## src/rtl/seq_gen_if.sv

```systemverilog
// Pattern load port for seq_gen: valid/ready handshake carrying a pattern
// and its length.
//   load_valid : source requests a load
//   load_ready : sink can accept (sink drives)
//   load_data  : pattern, bit 0 transmitted first
//   load_len   : number of bits to send
interface seq_gen_if #(
   parameter int unsigned WIDTH = 10,
   parameter int unsigned LEN_W = 4
);
   logic             load_valid;
   logic             load_ready;
   logic [WIDTH-1:0] load_data;
   logic [LEN_W-1:0] load_len;

   modport master (
      output load_valid,
      output load_data,
      output load_len,
      input  load_ready
   );

   modport slave (
      input  load_valid,
      input  load_data,
      input  load_len,
      output load_ready
   );
endinterface

```

## src/rtl/seq_gen.sv

```systemverilog
// Serial pattern transmitter. Loads a WIDTH-bit pattern plus length over a
// valid/ready port and shifts it out LSB-first, one bit per clock, with
// optional continuous looping and abort.
//   clk, rst_n : clock, asynchronous active-low reset
//   ld         : pattern load port (slave side)
//   loop       : at end of pattern, high restarts the pattern
//   stop       : abort the current transmission
//   o, o_valid : serial data bit and its qualifier (o is 0 when not valid)
//   busy       : high while shifting (decoded from state)
//   done       : one-cycle pulse on normal completion
//   bit_idx    : index of the bit currently on o
module seq_gen #(
   parameter int unsigned WIDTH = 10,
   parameter int unsigned LEN_W = 4
) (
   input  logic             clk,
   input  logic             rst_n,
   seq_gen_if.slave         ld,
   input  logic             loop,
   input  logic             stop,
   output logic             o,
   output logic             o_valid,
   output logic             busy,
   output logic             done,
   output logic [LEN_W-1:0] bit_idx
);

   typedef enum logic {
      S_IDLE  = 1'b0,
      S_SHIFT = 1'b1
   } state_t;

   state_t           state_q, state_d;
   logic [WIDTH-1:0] pat_q, pat_d;
   logic [LEN_W-1:0] len_q, len_d;
   logic [LEN_W-1:0] idx_q, idx_d;
   logic             o_q, o_d;
   logic             ov_q, ov_d;
   logic             done_q, done_d;

   logic [LEN_W-1:0] eff_len_c;
   logic [LEN_W-1:0] nxt_idx_c;
   logic [WIDTH-1:0] pat_sh_c;
   logic             last_c;

   // Requested length clamped to the pattern width
   assign eff_len_c = (ld.load_len > LEN_W'(WIDTH)) ? LEN_W'(WIDTH) : ld.load_len;

   // Next bit is selected by shifting the held pattern, so a loop restart
   // only needs the index reset to zero
   assign nxt_idx_c = idx_q + LEN_W'(1);
   assign pat_sh_c  = pat_q >> nxt_idx_c;
   assign last_c    = (idx_q == LEN_W'(len_q - LEN_W'(1)));

   // State and output registers
   always_ff @(posedge clk or negedge rst_n) begin
      if (!rst_n) begin
         state_q <= S_IDLE;
         pat_q   <= '0;
         len_q   <= '0;
         idx_q   <= '0;
         o_q     <= 1'b0;
         ov_q    <= 1'b0;
         done_q  <= 1'b0;
      end else begin
         state_q <= state_d;
         pat_q   <= pat_d;
         len_q   <= len_d;
         idx_q   <= idx_d;
         o_q     <= o_d;
         ov_q    <= ov_d;
         done_q  <= done_d;
      end
   end

   // Next-state and next-output decode
   always_comb begin
      state_d = state_q;
      pat_d   = pat_q;
      len_d   = len_q;
      idx_d   = idx_q;
      o_d     = o_q;
      ov_d    = ov_q;
      done_d  = 1'b0;

      unique case (state_q)
         S_IDLE: begin
            if (ld.load_valid) begin
               pat_d = ld.load_data;
               len_d = eff_len_c;
               if (eff_len_c == '0) begin
                  // Empty pattern completes immediately without any output
                  done_d = 1'b1;
               end else begin
                  // First bit goes out at the accept edge itself
                  o_d     = ld.load_data[0];
                  ov_d    = 1'b1;
                  idx_d   = '0;
                  state_d = S_SHIFT;
               end
            end
         end

         S_SHIFT: begin
            if (stop) begin
               o_d     = 1'b0;
               ov_d    = 1'b0;
               idx_d   = '0;
               state_d = S_IDLE;
            end else if (last_c) begin
               if (loop) begin
                  idx_d = '0;
                  o_d   = pat_q[0];
               end else begin
                  o_d     = 1'b0;
                  ov_d    = 1'b0;
                  idx_d   = '0;
                  done_d  = 1'b1;
                  state_d = S_IDLE;
               end
            end else begin
               idx_d = nxt_idx_c;
               o_d   = pat_sh_c[0];
            end
         end

         default: begin
            state_d = S_IDLE;
         end
      endcase
   end

   assign ld.load_ready = (state_q == S_IDLE);
   assign busy          = (state_q == S_SHIFT);
   assign o             = o_q;
   assign o_valid       = ov_q;
   assign done          = done_q;
   assign bit_idx       = idx_q;

endmodule

```

## src/flat_wrapper.sv

```systemverilog
// flat-port wrapper written by rule: the top's interface ports become plain ports
module seq_gen_flat 
#(
   parameter int unsigned WIDTH = 10,
   parameter int unsigned LEN_W = 4
)
  (clk, rst_n, loop, stop, o, o_valid, busy, done, bit_idx, ld_load_valid, ld_load_data, ld_load_len, ld_load_ready);
  seq_gen_if #(.WIDTH(WIDTH), .LEN_W(LEN_W)) ld_i ();
  input  logic clk;
  input  logic rst_n;
  input  logic loop;
  input  logic stop;
  output logic o;
  output logic o_valid;
  output logic busy;
  output logic done;
  output logic [LEN_W-1:0] bit_idx;
  input wire logic [$bits(ld_i.load_valid)-1:0] ld_load_valid;
  input wire logic [$bits(ld_i.load_data)-1:0] ld_load_data;
  input wire logic [$bits(ld_i.load_len)-1:0] ld_load_len;
  output wire logic [$bits(ld_i.load_ready)-1:0] ld_load_ready;
  assign ld_i.load_valid = ld_load_valid;
  assign ld_i.load_data = ld_load_data;
  assign ld_i.load_len = ld_load_len;
  assign ld_load_ready = ld_i.load_ready;
  seq_gen #(.WIDTH(WIDTH), .LEN_W(LEN_W)) u_core (.clk(clk), .rst_n(rst_n), .ld(ld_i), .loop(loop), .stop(stop), .o(o), .o_valid(o_valid), .busy(busy), .done(done), .bit_idx(bit_idx));
endmodule
```

## config.mk

```make
export PLATFORM = sky130hd
export DESIGN_NAME = seq_gen_flat
export DESIGN_NICKNAME = d
export VERILOG_FILES = /design/src/rtl/seq_gen_if.sv /design/src/rtl/seq_gen.sv /design/src/flat_wrapper.sv
export SDC_FILE = /design/constraint.sdc
export NUM_CORES = 1
export LEC_CHECK = 0
export ABC_AREA = 1
export CAP_MARGIN = 20
export CORE_ASPECT_RATIO = 1.5
export CORE_MARGIN = 1.5
export CORE_UTILIZATION = 55
export DETAILED_ROUTE_END_ITERATION = 10
export DONT_BUFFER_PORTS = 1
export GPL_TIMING_DRIVEN = 0
export PLACE_DENSITY = 0.7
export SLEW_MARGIN = 20
export SYNTH_ARGS = -nofsm -noshare
export SYNTH_HDL_FRONTEND = slang
export SYNTH_SLANG_ARGS = --single-unit
```

## constraint.sdc

```tcl
create_clock -name clk -period 1.6 [get_ports clk]
set_input_delay 0.32 -clock clk [delete_from_list [all_inputs] [get_ports clk]]
set_output_delay 0.32 -clock clk [all_outputs]
set_load 0.03 [all_outputs]
```

==> flow_metrics.tcl <==
set metrics [dict create \
    cap_violations 0 \
    antenna_found_initial 0 \
    rr_startpoint "u_core.busy" \
    final_area_um2 1320 \
    final-instance-count-excl-fill 188 \
    portBuffers 0 \
    post_drt_wl_per_cell_um 13.0 \
    cts_inserted_buffers 3 \
    met3_usage_pct 3.76 \
    diodes 0 \
    r2r_end "u_core.len_q[3]" \
    synth-xor-area-share_pct 2.25 \
    postSynthAreaPerCell_um2 7.35 \
    grt_util_met2_pct 43.8 \
    hp-class "in2reg" \
    syn-num-nets 180 \
    power.internal_mw 1.50 \
    setup_viol 0 \
    route.detailed.drc 0 \
    first_global_vias 971 \
    synthAdderAreaFrac_pct 2.14 \
    crit_type "reg2reg" \
    die_w_um 40.6 \
    comb_power_share_pct 43.0 \
    start_util_pct 57.7 \
    p_leak_nw 0.684 \
    grt_pass1_wl_mm 3.93 \
    ys_seq_area_share_pct 47.1 \
    synthToLayoutAreaGrowth_pct 12.5 \
    first_pass_iters 4 \
    slew_viol_final 0 \
    die_h_um 59.5 \
    gp_congestion 0.823 \
    synthesis.area_um2 1170 \
    synth-compound-area-share_pct 8.14 \
    clockBufferDepth 2 \
    dieArea_um2 2420 \
    ioPinCount 28 \
    grt_use_total_pct 23.6 \
    fin_crit_ns 1.53 \
    syn_inst 159 \
    r2r_slack_ns 0.07 \
    cp_max_fo 10 \
    nets 188 \
    rsz0062_at_grt "yes" \
    cts-root-buf "clkbuf_4" \
    total_power_mw 2.70 \
    reg2regPathDepth 4 \
    ys_ff_latch 22 \
    cts.sinks 22 \
    nFillCells 172 \
    numPlacedInstances 181 \
    synth_mux_area_share_pct 0 \
    synth_top_family_by_area "simple AND/OR/NAND/NOR gates" \
    insertion_delay_ns 0.31 \
    crit_arrival_ns 1.78 \
    period_share_pct 95.5 \
    power_density_nw_per_um2 2050 \
    seq_area_um2 557 \
    tightest_slew_ns 0.486 \
    mostFrequentLayoutCell "nand2_1" \
    dpl_cell_area_um2 1200 \
    startpoint_type "register" \
    drive_above_1_share_pct 16.9 \
    drt-initial-drc-count 42 \
    dp_hpwl_mm 1.80 \
    final.setup_skew_ns 0.00955 \
    max_freq_mhz 654 \
    drtAntennaViolNets 0 \
    p_switching_mw 1.20 \
    endpoint_kind "register" \
    grt.busiest_layer "met2" \
    grt_max_degree 23 \
    clkSlewWorstSetupHoldPaths_ns 0.13 \
    core_area_um2 2030 \
    crit_required_ns 1.85 \
    grt_overflow_total 0 \
    grt_use_met1_pct 23.8 \
    status "complete, no violations" \
    vias 1004 \
    seq_power_share_pct 41.1 \
    finalHoldViolCount 0 \
    htreeDepth 1 \
    p_clk_share_pct 15.9 \
    rows 20 \
    cts_tree "done" \
    yosys.area_share.simple_pct 31.2 \
    most-common-layout-cells "59 x nand2_1, 19 x inv_1, 17 x dfrtp_1" \
    ys.warnings.count 0 \
    multi_input_area_um2 548 \
    max_slew_margin_pct 67.6 \
    wl_mm 2.44 \
    crit_end "u_core.len_q[3]" \
    switching_share_pct 44.4 \
    yosysUniqueCellTypes 18 \
    via_per_inst 5.34 \
    peakVddDrop_mv 1.11 \
    crit_path_start "u_core.busy" \
]
==> synth_stat cells (all sizes together) <==
library cell  number  share of area, %
a22oi              1              0.64
nand3b             2               1.3
dfrtp             22                47
xor2               3               2.2
o21ai             10               4.3
nand3             12               5.6
ha                 2               2.1
nor2              11               3.5
inv               23               7.4
nand2             64                21
a21oi              3               1.6
o22ai              3               1.6
buf                3               1.8
==> cell families (layout without fill, tap and decap cells) <==
group	count (synthesis)	after routing
adder cells (fa/ha/maj)	2	2
flip-flops	22	22
AND/OR/NAND/NOR	89	89
AO/OA/AOI/OAI	17	17
XOR/XNOR	3	3
buffers and inverters	26	33
==> through the flow <==
step | setup WS (ns) | hold WS [ns] | setup TNS [ns] | utilization, %
finish | 0.0715 | 0.107 | 0 | 64.9
global route | -0.0786 | 0.103 | -0.217 | 64.9
CTS | 0.0139 | 0.110 | 0 | 62.8
detailed placement | -0.0562 | 0.0248 | -0.0616 | 59.0
global placement | -0.0498 | 0.0248 | -0.0498 | 59.0
floorplan | 0.0923 | 0.0244 | 0 | -
==> timing repair <==
item                                    CTS  global route
hold buffers                              1             1
resized for setup                         4            14
hold endpoints to repair                 22            22
endpoints found under the setup margin    3            14
setup buffers                             1             0
pin swaps                                 0             6
==> layout make-up <==
cell class | instances | share of cell area, %
Tap cell | 22 | 2.09
Sequential cell | 22 | 42.3
Clock buffer | 3 | 1.71
Buffer | 3 | 1.62
Timing Repair Buffer | 3 | 1.71
Clock inverter | 1 | 2.28
Inverter | 23 | 6.57
Multi-Input combinational cell | 111 | 41.7
==> registers in the layout, indices dropped and copies added, names as in the netlist <==
signal,cells
u_core.bit_idx,4
u_core.o,1
u_core.len_q,4
u_core.o_valid,1
u_core.busy,1
u_core.pat_q,10
u_core.done,1
==> worst min path at each step <==
stage                               start           endpoint  slack [ns]  depth (start not counted)
after floorplan                     rst_n  u_core.bit_idx[0]        0.02                          0
after global placement              rst_n    u_core.len_q[0]        0.02                          0
after detailed placement            rst_n    u_core.len_q[0]        0.02                          0
after CTS                 ld_load_data[5]    u_core.pat_q[5]        0.11                          2
after global routing      ld_load_data[6]    u_core.pat_q[6]        0.10                          2
final                     ld_load_data[5]    u_core.pat_q[5]        0.11                          2
==> routing by layer <==
metal  vias up  wire length [um]
met5         -                 0
met4         0                35
met3         4               109
met2        27              1360
met1       468               938
li1        505                 -
==> critical path, stage by stage, from the launching register on <==
cell     delay [ns]
dfrtp_2        0.53
nor2_1         0.39
inv_1          0.17
buf_2          0.22
a21oi_1        0.16
==> power by group through the flow <==
stage	clock network, mW	registers, mW	logic [mW]
after floorplan	0	1.06	0.842
after global placement	0	1.10	0.982
after detailed placement	0	1.10	1.02
after CTS	0.436	1.10	1.07
after global routing	0.456	1.14	1.36
final	0.429	1.11	1.16
Power figures use the tool's default switching activity.
